$ cat src/rtl/pacman_pkg.sv
// Shared constants for the Pacman PS/2 input path.
// Holds the direction encoding, the PS/2 set-2 scan codes the decoder cares
// about, and the decoder FSM state type.
package pacman_pkg;

  localparam logic [1:0] DIR_UP    = 2'd0;
  localparam logic [1:0] DIR_DOWN  = 2'd1;
  localparam logic [1:0] DIR_LEFT  = 2'd2;
  localparam logic [1:0] DIR_RIGHT = 2'd3;

  localparam logic [7:0] SC_EXT   = 8'hE0;
  localparam logic [7:0] SC_BREAK = 8'hF0;

  // Arrow keys, only meaningful after an E0 prefix.
  localparam logic [7:0] SC_UP    = 8'h75;
  localparam logic [7:0] SC_DOWN  = 8'h72;
  localparam logic [7:0] SC_LEFT  = 8'h6B;
  localparam logic [7:0] SC_RIGHT = 8'h74;

  // Letter keys, plain (non-extended) codes.
  localparam logic [7:0] SC_W = 8'h1D;
  localparam logic [7:0] SC_S = 8'h1B;
  localparam logic [7:0] SC_A = 8'h1C;
  localparam logic [7:0] SC_D = 8'h23;

  typedef enum logic [1:0] {
    ST_IDLE      = 2'd0,
    ST_EXT       = 2'd1,
    ST_BREAK     = 2'd2,
    ST_EXT_BREAK = 2'd3
  } ps2_state_t;

endpackage

$ cat src/rtl/ps2_dir_lut.sv
// Scan-code to direction lookup (combinational).
// Ports:
//   code  in  8  scan-code byte
//   ext   in  1  byte was preceded by an E0 prefix
//   hit   out 1  code is a direction key
//   dir   out 2  direction code when hit
// Build option: PS2_WASD_EN also maps W/S/A/D as plain codes.
module ps2_dir_lut
  import pacman_pkg::*;
(
  input  logic [7:0] code,
  input  logic       ext,
  output logic       hit,
  output logic [1:0] dir
);

  always_comb begin
    hit = 1'b0;
    dir = DIR_UP;
    if (ext) begin
      case (code)
        SC_UP:    begin hit = 1'b1; dir = DIR_UP;    end
        SC_DOWN:  begin hit = 1'b1; dir = DIR_DOWN;  end
        SC_LEFT:  begin hit = 1'b1; dir = DIR_LEFT;  end
        SC_RIGHT: begin hit = 1'b1; dir = DIR_RIGHT; end
        default:  ;
      endcase
    end
`ifdef PS2_WASD_EN
    else begin
      case (code)
        SC_W:    begin hit = 1'b1; dir = DIR_UP;    end
        SC_S:    begin hit = 1'b1; dir = DIR_DOWN;  end
        SC_A:    begin hit = 1'b1; dir = DIR_LEFT;  end
        SC_D:    begin hit = 1'b1; dir = DIR_RIGHT; end
        default: ;
      endcase
    end
`else
    // Arrow-only build: plain bytes never map to a direction.
`endif
  end

endmodule

$ cat src/rtl/ps2_dir_decoder.sv
// PS/2 byte stream to Pacman direction commands.
// Parses make / break (F0) / extended (E0) sequences so releases and
// typematic repeats never produce a new-press pulse.
// Ports:
//   clock       in  1  system clock
//   resetn      in  1  synchronous active-low reset
//   key_data    in  8  scan-code byte, valid while key_strobe is high
//   key_strobe  in  1  byte arrival; only its rising edge is used
//   dir_valid   out 1  one-cycle pulse on a new direction press
//   dir         out 2  last pressed direction (0 up,1 down,2 left,3 right)
//   held        out 4  currently held directions, bit = direction code
//   err_cnt     out 8  saturating protocol-error count
// Build option: PS2_WASD_EN (handled inside ps2_dir_lut).
//
// state        | meaning
// ST_IDLE      | waiting for a new sequence
// ST_EXT       | E0 seen, waiting for code or F0
// ST_BREAK     | F0 seen, next byte is the released plain code
// ST_EXT_BREAK | E0 F0 seen, next byte is the released extended code
module ps2_dir_decoder
  import pacman_pkg::*;
#(
  parameter int TIMEOUT_CYCLES = 1_000_000
) (
  input  logic       clock,
  input  logic       resetn,
  input  logic [7:0] key_data,
  input  logic       key_strobe,
  output logic       dir_valid,
  output logic [1:0] dir,
  output logic [3:0] held,
  output logic [7:0] err_cnt
);

  localparam int CW = (TIMEOUT_CYCLES > 2) ? $clog2(TIMEOUT_CYCLES) : 1;
  localparam logic [CW-1:0] TMO_LAST = CW'(TIMEOUT_CYCLES - 1);

  ps2_state_t    state, state_nxt;
  logic          strobe_q;
  logic [CW-1:0] tmo_cnt;
  logic          byte_evt;
  logic          do_make, do_break, err_inc, ext;
  logic          lut_hit;
  logic [1:0]    lut_dir;

  assign byte_evt = key_strobe & ~strobe_q;
  assign ext      = (state == ST_EXT) || (state == ST_EXT_BREAK);

  ps2_dir_lut u_lut (
    .code (key_data),
    .ext  (ext),
    .hit  (lut_hit),
    .dir  (lut_dir)
  );

  always_ff @(posedge clock) begin
    if (!resetn) begin
      state    <= ST_IDLE;
      strobe_q <= 1'b0;
      tmo_cnt  <= '0;
    end else begin
      state    <= state_nxt;
      strobe_q <= key_strobe;
      // Counter only advances while waiting inside a prefix sequence.
      if (byte_evt || state_nxt == ST_IDLE)
        tmo_cnt <= '0;
      else
        tmo_cnt <= tmo_cnt + 1'b1;
    end
  end

  always_comb begin
    state_nxt = state;
    do_make   = 1'b0;
    do_break  = 1'b0;
    err_inc   = 1'b0;
    if (byte_evt) begin
      // A byte arriving on the expiry cycle is parsed, not flagged.
      case (state)
        ST_IDLE: begin
          if (key_data == SC_EXT)        state_nxt = ST_EXT;
          else if (key_data == SC_BREAK) state_nxt = ST_BREAK;
          else                           do_make   = 1'b1;
        end
        ST_EXT: begin
          if (key_data == SC_BREAK)      state_nxt = ST_EXT_BREAK;
          else if (key_data == SC_EXT)   state_nxt = ST_EXT;
          else begin
            do_make   = 1'b1;
            state_nxt = ST_IDLE;
          end
        end
        default: begin
          state_nxt = ST_IDLE;
          if (key_data == SC_BREAK) err_inc  = 1'b1;
          else                      do_break = 1'b1;
        end
      endcase
    end else if (state != ST_IDLE && tmo_cnt == TMO_LAST) begin
      state_nxt = ST_IDLE;
      err_inc   = 1'b1;
    end
  end

  always_ff @(posedge clock) begin
    if (!resetn) begin
      dir_valid <= 1'b0;
      dir       <= DIR_UP;
      held      <= 4'b0000;
      err_cnt   <= 8'd0;
    end else begin
      dir_valid <= 1'b0;
      // Typematic repeats of an already-held key are ignored.
      if (do_make && lut_hit && !held[lut_dir]) begin
        held[lut_dir] <= 1'b1;
        dir           <= lut_dir;
        dir_valid     <= 1'b1;
      end
      if (do_break && lut_hit)
        held[lut_dir] <= 1'b0;
      if (err_inc && err_cnt != 8'hFF)
        err_cnt <= err_cnt + 8'd1;
    end
  end

endmodule

$ cat config.mk
export PLATFORM = sky130hd
export DESIGN_NAME = ps2_dir_decoder
export DESIGN_NICKNAME = d
export VERILOG_FILES = /design/src/rtl/pacman_pkg.sv /design/src/rtl/ps2_dir_lut.sv /design/src/rtl/ps2_dir_decoder.sv
export SDC_FILE = /design/constraint.sdc
export NUM_CORES = 1
export LEC_CHECK = 0
export ABC_AREA = 0
export BUFFER_PORTS_ARGS = -buffer_cell sky130_fd_sc_hd__buf_2
export CAP_MARGIN = 0
export CORE_ASPECT_RATIO = 0.5
export CORE_MARGIN = 10
export CORE_UTILIZATION = 50
export DETAILED_ROUTE_END_ITERATION = 8
export PLACE_DENSITY = 0.79
export SYNTH_ARGS = -nofsm -noshare
export SYNTH_HDL_FRONTEND = slang
export SYNTH_HIERARCHICAL = 1
export SYNTH_SLANG_ARGS = --single-unit
$ cat constraint.sdc
create_clock -name clock -period 8.6 [get_ports clock]
set_input_delay 0.86 -clock clock [delete_from_list [all_inputs] [get_ports clock]]
set_output_delay 0.86 -clock clock [all_outputs]
set_load 0.05 [all_outputs]
==> run metrics, run 1 <==
P_leak=0.807 nW; CTS H-tree depth=2; Hold-fix buffers, CTS=0; global-route wire length before repair=6330 um; Crit Path Category=primary input to register; total congestion overflow=0; Starting Density=52.7%; TritonCTS clock tree=done; Post-Route Utilization=61.6%; Routed Antenna Nets=0; final setup fails=0; Cell Chain, Critical Path=buf_2 -> nor3b_2 -> nor3b_1 -> mux4_2 -> or4_1 -> nor3_1 -> nor2_1 -> nor3_1; PwrDens=173 mW/mm2; port buffer count=25; Critical Path End Type=register; core area=0.00349 mm2; number of synthesized flops with an enable pin=0; hold path start=tmo_cnt[0]$_SDFF_PP0_; die height=62.9 um; fillcell total=306; DR iter-0 viols=51; routability cong.=0.870; Die X-Extent=106 um; worst min-delay path category=register to register; Residual DRC=0; Post-DP HPWL=2760 um; sequential fraction of the synthesis area=41.4%; r2r startpoint=state[0]$_SDFF_PN0_; CP arrival=3.48 ns; syn_area_per_cell=8.84 um2; CTS Buf Count=5; post-DR vias/cell=5.41; Worst EP required=8.83 ns; Mapped Cells=208; max_slew headroom=47.7%; Tightest Pin Transition=0.782 ns; DR WL/cell=13.3 um; Final Skew=0.0120 ns; Synth Flop Type=dfxtp_1; RSZ-0062 raised after global routing=false; synth top area cells=dfxtp_1 (41%), xor2_1 (8.1%), nor2_1 (7.8%); Final TNS setup=0 ns; Layout area overhead=17.0%; Skew-Pair Late Insertion Delay=0.30 ns; Worst setup startpoint=key_data[0]; maximum vdd drop=0.0000787 V; fin crit share=37.8%; post-route cell area=0.00215 mm2; cell count after placement=279; Crit path top cell by count=nor3_1; Row Count=15; largest area contributor in the netlist=dfxtp_1; total wire length=3820 um; number of global-route vias before repair=1431; Synth cell types=44; Final Non-Filler Cells=287; clock sink count=38; fin crit period=3.25 ns; layout cells sized above 1=19.1%; crit path launch type=primary input; Clock transition at path regs=0.08 ns; Max-Cap Viols=0; Top-Level Pins=26; status=finished, final reports clean; die area=0.00665 mm2; top-area cell type share of the netlist area=41.4%; antenna violations before repair=0; Total GRT Usage=11.4%; synthesis warning total=6; Max Root-Sink Buffers=2; Slew Limit Fails=0; final count of hold timing violations=0; Setup Fix Bufs, Post-CTS=0; n_diodes=0; top cells by count, synth=dfxtp_1 (38), nor2_1 (38), xor2_1 (17), nand2_1 (12), nand3_1 (12); Nets=248; Clock Tree Root=clkbuf_8; count of state elements after synthesis=38; cell area after synthesis=0.00184 mm2; via count=1553; # resized after CTS=0; Post-Syn Nets=221; drt first pass iters=4; asr flop ratio synth=0%; fmax=308 MHz; largest net degree at the start of global routing=21; Critical-path top delay cell=nor3b_1; placed inst area=0.00201 mm2; crit-path max cell delay=0.68 ns; crit path max fanout=7
==> power by group <==
group	internal, mW	leakage (nW)	switching (mW)	total [mW]
Sequential	0.176	0.306	0.000238	0.176
Combinational	0.00378	0.429	0.00527	0.00905
Clock	0.124	0.0714	0.0634	0.187
Total	0.304	0.807	0.0689	0.372
==> per-stage QoR <==
stage	power (mW)	hold WS (ns)	setup slack, ns
floorplan	0.185	0.438	5.39
global placement	0.189	0.456	5.14
detailed placement	0.189	0.464	5.05
CTS	0.375	0.479	5.35
global route	0.384	0.521	5.07
finish	0.372	0.477	5.35
==> worst paths after layout <==
path | slack, ns | cells after the start | end
max reg2reg | 5.70 | 7 | held[0]$_SDFF_PN0_
max | 5.35 | 8 | held[0]$_SDFF_PN0_
min reg2reg | 0.48 | 1 | tmo_cnt[0]$_SDFF_PP0_
min | 0.48 | 1 | tmo_cnt[0]$_SDFF_PP0_
==> sequential cells by signal, indices dropped and copies added, names as in the netlist <==
signal and cells:
dir 2, state 2, strobe_q 1, err_cnt 8, dir_valid 1, held 4
tmo_cnt 20
==> critical path, delay by kind of cell <==
family,cells,cell delay (ns)
buffers and inverters,1,0.12
muxes,1,0.60
and+or+nand+nor,6,1.90
==> cells in the final DEF, fill, tap and decap left out, types with 2 or more instances in the layout <==
| cell | count |
|---|---|
| a21oi_1 | 6 |
| a32oi_1 | 2 |
| and2_1 | 2 |
| and2b_1 | 2 |
| and3_1 | 4 |
| and4_1 | 7 |
| buf_2 | 25 |
| bufinv_16 | 2 |
| clkbuf_8 | 6 |
| dfxtp_1 | 38 |
| ha_1 | 2 |
| inv_1 | 4 |
| mux2i_1 | 3 |
| nand2_1 | 12 |
| nand2b_1 | 3 |
| nand3_1 | 12 |
| nand3b_1 | 2 |
| nand4_1 | 3 |
| nand4b_1 | 2 |
| nor2_1 | 38 |
| nor3_1 | 6 |
| nor4_1 | 2 |
| nor4b_1 | 3 |
| o211ai_1 | 2 |
| o221a_2 | 3 |
| o31ai_1 | 2 |
| or2_2 | 2 |
| or4_1 | 5 |
| xnor2_1 | 3 |
| xor2_1 | 17 |
==> area by class of cell <==
type	instances	area [um2]	share of cell area, %
Multi-Input combinational cell	161	1040	48.5
Tap cell	51	63.8	2.97
Clock buffer	6	82.6	3.84
Timing Repair Buffer	25	125	5.82
Clock inverter	2	60.1	2.79
Inverter	4	15.0	0.698
Sequential cell	38	761	35.4
==> cells by family after synthesis <==
kind of cell | synth area share, %
and+or+nand+nor | 34.4
adders and majority gates | 1.36
xor gates and xnor gates | 9.53
buffers and inverters | 1.84
DFF | 41.4
AOI/OAI and AO/OA | 8.58
muxes | 2.86
==> per-layer routing <==
layer  global-route usage [%]  vias up  wire length (um)
met5                        0        -                 0
met3                     4.22        8               181
li1                         -      801                 -
met4                     6.38        0                97
met2                     17.9       23              1750
met1                     13.1      721              1790
Power figures use the tool's default switching activity.
==> inputs of run 2 (changes only) <==
- PLACE_DENSITY: 0.79 -> 0.82
- clock period: 8.6 -> 2.9 ns (I/O delays scaled with it)
==> run 2 against run 1 <==
Against the previous run: die area stayed put; first-iteration DRC count is 120% higher; sequential cell count stayed put; combinational power grew to 3.0 times the previous value; total power is 150% higher; clock skew is 0.0082 ns lower; non-clock buffer count is 1 higher; setup slack worse by 5.0 ns; sequential share of layout area is 0.74 points higher; register-to-register slack worse by 5.4 ns.
==> run metrics, run 2 (synthesized netlist as in run 1, its figures left out) <==
Die X-Extent=106 um; CTS H-tree depth=2; Max Root-Sink Buffers=2; clock sink count=38; r2r startpoint=state[0]$_SDFF_PN0_; Row Count=15; # resized after CTS=0; Clock Tree Root=clkbuf_8; CTS Buf Count=5; Post-Route Utilization=60.4%; n_diodes=0; final count of hold timing violations=0; number of flip-flops in the largest register=20; Hold-fix buffers, CTS=0; core area=0.00349 mm2; drt first pass iters=4; Comb pwr share=2.9%; fin crit share=89.0%; Critical R2R Capture=held[0]$_SDFF_PN0_; Slew Limit Fails=0; layout cells sized above 1=19.0%; Net Sw Power=0.200 mW; maximum vdd drop=0.000192 V; RSZ-0062 raised after global routing=false; Setup Fix Bufs, Post-CTS=0; die height=62.9 um; cell count after placement=280; via count=1559; Worst EP required=3.11 ns; commonest cells after routing, fill and taps aside=nor2_1 (38), dfxtp_1 (38), buf_2 (25), xor2_1 (17); total wire length=3790 um; Starting Density=52.7%; DR WL/cell=13.2 um; Post-DP HPWL=2850 um; reg2reg setup slack=0.32 ns; total congestion overflow=0; r2r worst-path depth=7; Critical Path End Type=register; CP endpoint=held[0]$_SDFF_PN0_; crit path max fanout=7; hold path start=key_strobe; Final Non-Filler Cells=288; number of global-route vias before repair=1452; Tightest Pin Transition=0.753 ns; Clock transition at path regs=0.07 ns; port buffer count=25; antenna violations before repair=0; post-DR vias/cell=5.41; P_leak=0.789 nW; Final Skew=0.00373 ns; largest net degree at the start of global routing=21; Placement Setup Slack=0.215 ns; fin crit period=2.58 ns; clock power share=40.6%; DR iter-0 viols=111; Final TNS setup=0 ns; status=finished, final reports clean; Crit Path Category=register to register; Largest Register=tmo_cnt; Overall Power=0.925 mW; sequential power share=56.5%; routability cong.=0.822; Routed Antenna Nets=0; Sw Ratio=21.6%; Largest regs=tmo_cnt x20, err_cnt x8, held x4; Nets=249; global-route wire length before repair=6560 um; final setup fails=0; TritonCTS clock tree=done; Top-Level Pins=26; Residual DRC=0; fmax=387 MHz; Skew-Pair Late Insertion Delay=0.29 ns; Worst setup startpoint=state[0]$_SDFF_PN0_; PwrDens=439 mW/mm2; internal power=0.725 mW; Total GRT Usage=11.7%; Max-Cap Viols=0; CP arrival=2.79 ns; crit path launch type=register; worst min-delay path category=primary input to register; die area=0.00665 mm2; fillcell total=313; final worst slack=0.319 ns; Layout area overhead=14.6%; max_slew headroom=49.7%
==> run 2: metrics by stage <==
step / hold slack, ns / cell area [um2]
final: 0.285 / 2110
after global routing: 0.282 / 2110
after CTS: 0.279 / 2110
after detailed placement: 0.466 / 2020
after global placement: 0.459 / 2020
after floorplan: 0.412 / 1840
==> run 2: worst min path at each step <==
| stage | endpoint | cells past startpoint | slack (ns) |
|---|---|---|---|
| after floorplan | strobe_q$_SDFF_PN0_ | 1 | 0.41 |
| after global placement | tmo_cnt[0]$_SDFF_PP0_ | 1 | 0.46 |
| after detailed placement | tmo_cnt[0]$_SDFF_PP0_ | 1 | 0.47 |
| after CTS | strobe_q$_SDFF_PN0_ | 2 | 0.28 |
| after global routing | strobe_q$_SDFF_PN0_ | 2 | 0.28 |
| final | strobe_q$_SDFF_PN0_ | 2 | 0.28 |
==> run 2: final cells by class <==
type | instances | area [um2] | area share [%]
multi-input cells | 161 | 1040 | 49.5
clock buffers | 7 | 86.3 | 4.10
well taps | 51 | 63.8 | 3.03
flip-flops and latches | 38 | 761 | 36.1
clock inverters | 1 | 5.00 | 0.238
repair buffers | 26 | 133 | 6.29
inverters | 4 | 15.0 | 0.713
==> run 2: routing by layer <==
metal	wire, um	GRT usage [%]	up-vias
met1	1790	14.3	717
met2	1720	17.6	26
met4	64	5.54	0
li1	-	-	811
met5	0	0	-
met3	215	4.42	5
==> run 2: worst max-delay path, cell delays in order, from the launching register on <==
cell and delay, ns:
dfxtp_1 0.37, nand4b_1 0.17, nor3b_1 0.41, mux4_2 0.56, or4_1 0.63, nor3_1 0.19
nor2_1 0.05, nor3_1 0.11
==> run 2: power by group through the flow <==
stage	sequential (mW)	clock, mW	combinational [mW]
after floorplan	0.535	0	0.0131
after global routing	0.523	0.409	0.0297
after global placement	0.535	0	0.0256
after CTS	0.523	0.380	0.0269
after detailed placement	0.535	0	0.0267
final	0.523	0.376	0.0268
